`config.mk`:
```
export PLATFORM = sky130hd
export DESIGN_NAME = rv32i_trap_ctrl_flat
export DESIGN_NICKNAME = d
export VERILOG_FILES = /design/src/rtl/rv32i_trap_ctrl_pkg.sv /design/src/rtl/rv32i_trap_ctrl_if.sv /design/src/rtl/rv32i_trap_vec_calc.sv /design/src/rtl/rv32i_trap_ctrl.sv /design/src/flat_wrapper.sv
export SDC_FILE = /design/constraint.sdc
export NUM_CORES = 1
export LEC_CHECK = 0
export ABC_AREA = 1
export CAP_MARGIN = 20
export CORE_UTILIZATION = 29
export CTS_BUF_LIST = sky130_fd_sc_hd__clkbuf_4 sky130_fd_sc_hd__clkbuf_8 sky130_fd_sc_hd__clkbuf_16
export CTS_CLUSTER_SIZE = 10
export DETAILED_ROUTE_END_ITERATION = 8
export PLACE_DENSITY_LB_ADDON = 0.08
export SYNTH_ARGS = -nofsm -noshare
export SYNTH_HDL_FRONTEND = slang
export SYNTH_SLANG_ARGS = --single-unit
```
`constraint.sdc`:
```
create_clock -name clk -period 6.2 [get_ports clk]
set_input_delay 1.24 -clock clk [delete_from_list [all_inputs] [get_ports clk]]
set_output_delay 1.24 -clock clk [all_outputs]
set_load 0.01 [all_outputs]
```
`src/rtl/rv32i_trap_ctrl_pkg.sv`:
```
// rv32i_trap_ctrl_pkg: CSR command encodings, machine CSR addresses and trap FSM states
package rv32i_trap_ctrl_pkg;
  localparam logic [2:0] CSR_NOP   = 3'b000;
  localparam logic [2:0] CSR_WRITE = 3'b001;
  localparam logic [2:0] CSR_SET   = 3'b010;
  localparam logic [2:0] CSR_CLEAR = 3'b011;
  localparam logic [2:0] CSR_READ  = 3'b100;
  localparam logic [11:0] CSR_MSTATUS = 12'h300;
  localparam logic [11:0] CSR_MTVEC   = 12'h305;
  localparam logic [11:0] CSR_MEPC    = 12'h341;
  localparam logic [11:0] CSR_MCAUSE  = 12'h342;
  localparam logic [31:0] MIE_MASK = 32'h0000_0008;
  typedef enum logic [3:0] {
    IDLE, SAVE_EPC, SAVE_CAUSE, CLR_MIE, RD_TVEC, WAIT_TVEC,
    RD_EPC, WAIT_EPC, SET_MIE, REDIRECT
  } state_e;
endpackage

```
`src/rtl/rv32i_trap_ctrl_if.sv`:
```
// rv32i_trap_ctrl_if: trap/mret requests, pipeline CSR port, CSR unit port and redirect
interface rv32i_trap_ctrl_if;
  logic        trap_req;
  logic [31:0] trap_cause;
  logic [31:0] trap_pc;
  logic        trap_ack;
  logic        mret_req;
  logic        mret_ack;
  logic        pipe_csr_en;
  logic [11:0] pipe_csr_addr;
  logic [31:0] pipe_csr_wdata;
  logic [2:0]  pipe_csr_cmd;
  logic        pipe_csr_gnt;
  logic        csr_en;
  logic [11:0] csr_addr;
  logic [31:0] csr_wdata;
  logic [2:0]  csr_cmd;
  logic [31:0] csr_rdata;
  logic        redirect_valid;
  logic [31:0] redirect_pc;
  logic        busy;
  modport slave (
    input  trap_req, trap_cause, trap_pc, mret_req,
           pipe_csr_en, pipe_csr_addr, pipe_csr_wdata, pipe_csr_cmd, csr_rdata,
    output trap_ack, mret_ack, pipe_csr_gnt, csr_en, csr_addr, csr_wdata, csr_cmd,
           redirect_valid, redirect_pc, busy
  );
  modport master (
    output trap_req, trap_cause, trap_pc, mret_req,
           pipe_csr_en, pipe_csr_addr, pipe_csr_wdata, pipe_csr_cmd, csr_rdata,
    input  trap_ack, mret_ack, pipe_csr_gnt, csr_en, csr_addr, csr_wdata, csr_cmd,
           redirect_valid, redirect_pc, busy
  );
endinterface

```
`src/rtl/rv32i_trap_vec_calc.sv`:
```
// rv32i_trap_vec_calc: trap target from mtvec/cause; vectored mode only with RV32I_TRAP_VECTORED_EN
module rv32i_trap_vec_calc (
  input  logic [31:0] mtvec,
  input  logic [31:0] cause,
  output logic [31:0] pc
);
  logic [31:0] base;
  assign base = {mtvec[31:2], 2'b00};
`ifdef RV32I_TRAP_VECTORED_EN
  logic unused_bits;
  assign unused_bits = cause[30];
  // 4*cause[30:0] wraps mod 2^32, so cause[30] falls off the top
  assign pc = (mtvec[1:0] == 2'b01 && cause[31]) ? base + {cause[29:0], 2'b00} : base;
`else
  logic unused_bits;
  assign unused_bits = ^{mtvec[1:0], cause};
  assign pc = base;
`endif
endmodule

```
`src/rtl/rv32i_trap_ctrl.sv`:
```
// rv32i_trap_ctrl: sequences machine-mode trap entry and mret through a shared CSR port
module rv32i_trap_ctrl
  import rv32i_trap_ctrl_pkg::*;
(
  input logic clk,
  input logic rst,
  rv32i_trap_ctrl_if.slave bus
);
  state_e state, next;
  logic [31:0] pc_q, cause_q, vec_pc;
  logic idle, gnt;
  assign idle = state == IDLE && !rst;
  assign gnt = idle && bus.pipe_csr_en && !bus.trap_req && !bus.mret_req;
  rv32i_trap_vec_calc u_vec (.mtvec(bus.csr_rdata), .cause(cause_q), .pc(vec_pc));
  always_ff @(posedge clk or posedge rst)
    if (rst) state <= IDLE;
    else state <= next;
  always_ff @(posedge clk or posedge rst)
    if (rst) begin
      pc_q <= '0;
      cause_q <= '0;
      bus.redirect_pc <= '0;
    end else begin
      if (state == IDLE && bus.trap_req) begin
        pc_q <= bus.trap_pc;
        cause_q <= bus.trap_cause;
      end
      if (state == WAIT_TVEC) bus.redirect_pc <= vec_pc;
      else if (state == WAIT_EPC) bus.redirect_pc <= {bus.csr_rdata[31:2], 2'b00};
    end
  always_comb begin
    next = state;
    case (state)
      IDLE:       next = bus.trap_req ? SAVE_EPC : bus.mret_req ? RD_EPC : IDLE;
      SAVE_EPC:   next = SAVE_CAUSE;
      SAVE_CAUSE: next = CLR_MIE;
      CLR_MIE:    next = RD_TVEC;
      RD_TVEC:    next = WAIT_TVEC;
      WAIT_TVEC:  next = REDIRECT;
      RD_EPC:     next = WAIT_EPC;
      WAIT_EPC:   next = SET_MIE;
      SET_MIE:    next = REDIRECT;
      default:    next = IDLE;
    endcase
  end
  always_comb begin
    bus.trap_ack = idle && bus.trap_req;
    bus.mret_ack = idle && bus.mret_req && !bus.trap_req;
    bus.pipe_csr_gnt = gnt;
    bus.redirect_valid = state == REDIRECT;
    bus.busy = state != IDLE;
    bus.csr_en = 1'b1;
    bus.csr_addr = '0;
    bus.csr_wdata = '0;
    bus.csr_cmd = CSR_NOP;
    case (state)
      IDLE: begin
        bus.csr_en = gnt;
        bus.csr_addr = gnt ? bus.pipe_csr_addr : '0;
        bus.csr_wdata = gnt ? bus.pipe_csr_wdata : '0;
        bus.csr_cmd = gnt ? bus.pipe_csr_cmd : CSR_NOP;
      end
      SAVE_EPC: begin
        bus.csr_addr = CSR_MEPC;
        bus.csr_wdata = pc_q;
        bus.csr_cmd = CSR_WRITE;
      end
      SAVE_CAUSE: begin
        bus.csr_addr = CSR_MCAUSE;
        bus.csr_wdata = cause_q;
        bus.csr_cmd = CSR_WRITE;
      end
      CLR_MIE: begin
        bus.csr_addr = CSR_MSTATUS;
        bus.csr_wdata = MIE_MASK;
        bus.csr_cmd = CSR_CLEAR;
      end
      RD_TVEC: begin
        bus.csr_addr = CSR_MTVEC;
        bus.csr_cmd = CSR_READ;
      end
      RD_EPC: begin
        bus.csr_addr = CSR_MEPC;
        bus.csr_cmd = CSR_READ;
      end
      SET_MIE: begin
        bus.csr_addr = CSR_MSTATUS;
        bus.csr_wdata = MIE_MASK;
        bus.csr_cmd = CSR_SET;
      end
      default: bus.csr_en = 1'b0;
    endcase
  end
endmodule

```
`src/flat_wrapper.sv`:
```
// flat-port wrapper written by rule: the top's interface ports become plain ports
module rv32i_trap_ctrl_flat import rv32i_trap_ctrl_pkg::*;
  (clk, rst, bus_trap_req, bus_trap_cause, bus_trap_pc, bus_mret_req, bus_pipe_csr_en, bus_pipe_csr_addr, bus_pipe_csr_wdata, bus_pipe_csr_cmd, bus_csr_rdata, bus_trap_ack, bus_mret_ack, bus_pipe_csr_gnt, bus_csr_en, bus_csr_addr, bus_csr_wdata, bus_csr_cmd, bus_redirect_valid, bus_redirect_pc, bus_busy);
  rv32i_trap_ctrl_if bus_i ();
  input logic clk;
  input logic rst;
  input wire logic [$bits(bus_i.trap_req)-1:0] bus_trap_req;
  input wire logic [$bits(bus_i.trap_cause)-1:0] bus_trap_cause;
  input wire logic [$bits(bus_i.trap_pc)-1:0] bus_trap_pc;
  input wire logic [$bits(bus_i.mret_req)-1:0] bus_mret_req;
  input wire logic [$bits(bus_i.pipe_csr_en)-1:0] bus_pipe_csr_en;
  input wire logic [$bits(bus_i.pipe_csr_addr)-1:0] bus_pipe_csr_addr;
  input wire logic [$bits(bus_i.pipe_csr_wdata)-1:0] bus_pipe_csr_wdata;
  input wire logic [$bits(bus_i.pipe_csr_cmd)-1:0] bus_pipe_csr_cmd;
  input wire logic [$bits(bus_i.csr_rdata)-1:0] bus_csr_rdata;
  output wire logic [$bits(bus_i.trap_ack)-1:0] bus_trap_ack;
  output wire logic [$bits(bus_i.mret_ack)-1:0] bus_mret_ack;
  output wire logic [$bits(bus_i.pipe_csr_gnt)-1:0] bus_pipe_csr_gnt;
  output wire logic [$bits(bus_i.csr_en)-1:0] bus_csr_en;
  output wire logic [$bits(bus_i.csr_addr)-1:0] bus_csr_addr;
  output wire logic [$bits(bus_i.csr_wdata)-1:0] bus_csr_wdata;
  output wire logic [$bits(bus_i.csr_cmd)-1:0] bus_csr_cmd;
  output wire logic [$bits(bus_i.redirect_valid)-1:0] bus_redirect_valid;
  output wire logic [$bits(bus_i.redirect_pc)-1:0] bus_redirect_pc;
  output wire logic [$bits(bus_i.busy)-1:0] bus_busy;
  assign bus_i.trap_req = bus_trap_req;
  assign bus_i.trap_cause = bus_trap_cause;
  assign bus_i.trap_pc = bus_trap_pc;
  assign bus_i.mret_req = bus_mret_req;
  assign bus_i.pipe_csr_en = bus_pipe_csr_en;
  assign bus_i.pipe_csr_addr = bus_pipe_csr_addr;
  assign bus_i.pipe_csr_wdata = bus_pipe_csr_wdata;
  assign bus_i.pipe_csr_cmd = bus_pipe_csr_cmd;
  assign bus_i.csr_rdata = bus_csr_rdata;
  assign bus_trap_ack = bus_i.trap_ack;
  assign bus_mret_ack = bus_i.mret_ack;
  assign bus_pipe_csr_gnt = bus_i.pipe_csr_gnt;
  assign bus_csr_en = bus_i.csr_en;
  assign bus_csr_addr = bus_i.csr_addr;
  assign bus_csr_wdata = bus_i.csr_wdata;
  assign bus_csr_cmd = bus_i.csr_cmd;
  assign bus_redirect_valid = bus_i.redirect_valid;
  assign bus_redirect_pc = bus_i.redirect_pc;
  assign bus_busy = bus_i.busy;
  rv32i_trap_ctrl u_core (.clk(clk), .rst(rst), .bus(bus_i));
endmodule
```
==> summary.md <==
| Metric | Value |
|---|---|
| Initial DRC count | 186 |
| Area of the multi-input gates | 2038 um2 |
| Vias in the first global route | 4809 |
| CTS clock-pin slew for the worst setup and hold paths | 60 ps |
| Gr usage total | 0.1826 |
| CORE AREA | 16000 um2 |
| Period utilization | 0.7640 |
| Hold Crit Class | flop to flop |
| Clk sinks | 98 |
| Critical Path End Type | output pin |
| Largest net degree at the start of global routing | 66 |
| Average size of a mapped cell | 7.549 um2 |
| ANT nets after route | 0 |
| Max-Cap Viols | 0 |
| Most common cell on crit path | nand2_1 |
| Clock root cell | clkbuf_16 |
| Clock H-tree levels | 3 |
| Reg2reg path depth | 7 |
| Ports | 233 |
| Resized cells post-CTS | 0 |
| Layout Nets | 986 |
| Final Util | 0.4673 |
| Syn Inst Count | 634 |
| Worst Tran Pin Value | 1023 ps |
| Drt total wl | 15250 um |
| Synth Flop Type | dfrtp_1 |
| Slowest cell delay on critical path | 540 ps |
| Starting Density | 0.2991 |
| # DRC | 0 |
| Num CTS Buffers | 9 |
| Fillers | 1591 |
| Worst Setup SP | rst |
| First-pass GRT wire length | 23990 um |
| Via count | 4928 |
| Cts hold-fix bufs | 0 |
| Worst setup SP type | primary input |
| Setup tns final | 0 ps |
| Seq/Total Area, Yosys | 0.5124 |
| Ant. Diodes | 0 |
| Worst path cell trace | clkdlybuf4s50_1 > inv_4 > nand2_1 > nor2_4 > buf_4 > nand2_2 > inv_2 > nand2_1 > nand2_1 > clkdlybuf4s50_1 |
| # setup viols final | 0 |
| Slew margin rel. | 0.3166 |
| RSZ-0062 raised after global routing | no |
| Worst path slowest cell | clkdlybuf4s50_1 |
| Synth cell types | 21 |
| GRT overflow | 0 |
| 1st-pass router iterations | 5 |
| Hold Path Depth | 2 |
| Crit path required time | 4960 ps |
| Final instance area | 7477 um2 |
| Ys async rst share | 1.000 |
| Worst-path fanout max | 32 |
| Critical path arrival | 3500 ps |
| Area grow syn2layout | 56.24% |
| Initial antenna violation count | 0 |
| Status | finished clean |
| Final hold vios | 0 |
| Worst IR Drop VDD | 231.0 uV |
| Clk_skew | 9.917 ps |
| Die X | 130.5 um |
| Die area | 17020 um2 |
| Buffers on Ports | 228 |
| Max Root-Sink Buffers | 2 |
| CTS tree | yes |
| Rows | 46 |
| P per Cell Area | 447.7 nW/um2 |
| Reg2reg start | u_core.state[3] |
| CP Class | primary input to output pin |
| Yosys warns | 0 |
| Final GP Congestion | 0.8024 |
| WL per Instance | 14.42 um |
| DR vias/cell | 4.658 |
| Placed inst area | 7197 um2 |
| Register area | 2452 um2 |
| Height of the die | 130.5 um |
| Startpoint of the worst hold path | u_core.pc_q[1] |
| Max-slew violations | 0 |
| Post-DP HPWL | 10330 um |
| Worst-Skew Late Latency | 340 ps |
| Fin crit period | 4737 ps |
| EDFF count, synth | 0 |
| Mapped Area | 4786 um2 |
| Leakage | 3.583 nW |
| Max Fclk | 0.2111 GHz |
| Synth Register Bits | 98 |
| Post-CTS setup buffer count | 0 |
| Share of cells above drive strength 1 | 0.04513 |
==> cell usage in the layout (no fill, tap or decap), drive strengths merged, types with 2 or more instances in the layout <==
cell type / instances
clkdlybuf4s50: 227
nor2: 19
dfrtp: 98
clkinv: 2
clkbuf: 13
conb: 2
nand3: 162
nand2: 286
inv: 17
buf: 10
==> cells in the mapped netlist (2+ instances only) <==
master,n,area share
buf_6,4,0.0094
clkbuf_1,14,0.011
buf_1,2,0.0016
dfrtp_1,98,0.51
buf_4,8,0.013
nor2_1,18,0.014
inv_2,4,0.0031
inv_1,13,0.010
nand3_1,162,0.17
nand2_1,284,0.22
buf_2,17,0.018
==> state kept, by name (all words and copies together) (netlist names) <==
register and flops:
u_core.pc_q 32, u_core.bus.redirect_pc 30, u_core.state 4, u_core.cause_q 32
==> metrics by stage <==
step                instances  hold slack, ps  setup WS, ps  total power, mW
floorplan                 635           442.2         745.8            2.045
global placement         1042           453.0          1463            2.797
detailed placement       1043           458.5          1455            2.851
CTS                      1058           473.7          1448            3.398
global route             1058           490.8          1281            3.630
finish                   1058           470.4          1463            3.347
==> routing by layer <==
metal,track usage,wire length [um]
met1,0.2233,6697
met4,0.07032,255
met2,0.3132,7267
met5,0,0
met3,0.04112,1034
==> final timing paths <==
check / endpoint / slack (ps)
worst max-delay path: bus_csr_wdata[3] / 1460
worst min-delay path: u_core.pc_q[1] / 470
worst max register to register: u_core.cause_q[3] / 4010
worst min register to register: u_core.pc_q[1] / 470
max in group asynchronous: u_core.state[2] / 3600
min in group asynchronous: u_core.cause_q[2] / 1480
==> critical path: cells and delay by family <==
kind	cells	cell delay, ps
buffers and inverters	5	1720
AND/OR/NAND/NOR	5	520
==> power by group <==
group | internal, mW | switching (mW) | leakage [nW]
Sequential | 0.945 | 0.162 | 1.22
Clock | 0.300 | 0.230 | 0.139
Combinational | 0.783 | 0.926 | 2.22
Total | 2.03 | 1.32 | 3.58
==> cell type report <==
class | instances | area share
Clock buffer | 13 | 0.03581
Clock inverter | 2 | 0.001673
Sequential cell | 98 | 0.3280
Tap cell | 216 | 0.03614
Inverter | 18 | 0.009538
Timing Repair Buffer | 237 | 0.3163
Multi-Input combinational cell | 474 | 0.2726
==> cells by family (layout without fill, tap and decap cells) <==
kind of cell / after synthesis / count (layout) / share of synthesized area
buffers and inverters: 63 / 270 / 0.06667
AO/OA/AOI/OAI: 3 / 3 / 0.003659
AND/OR/NAND/NOR: 469 / 469 / 0.4165
other: 1 / 2 / 0.0007836
flip-flops: 98 / 98 / 0.5124
(Power assumes the default switching activity.)
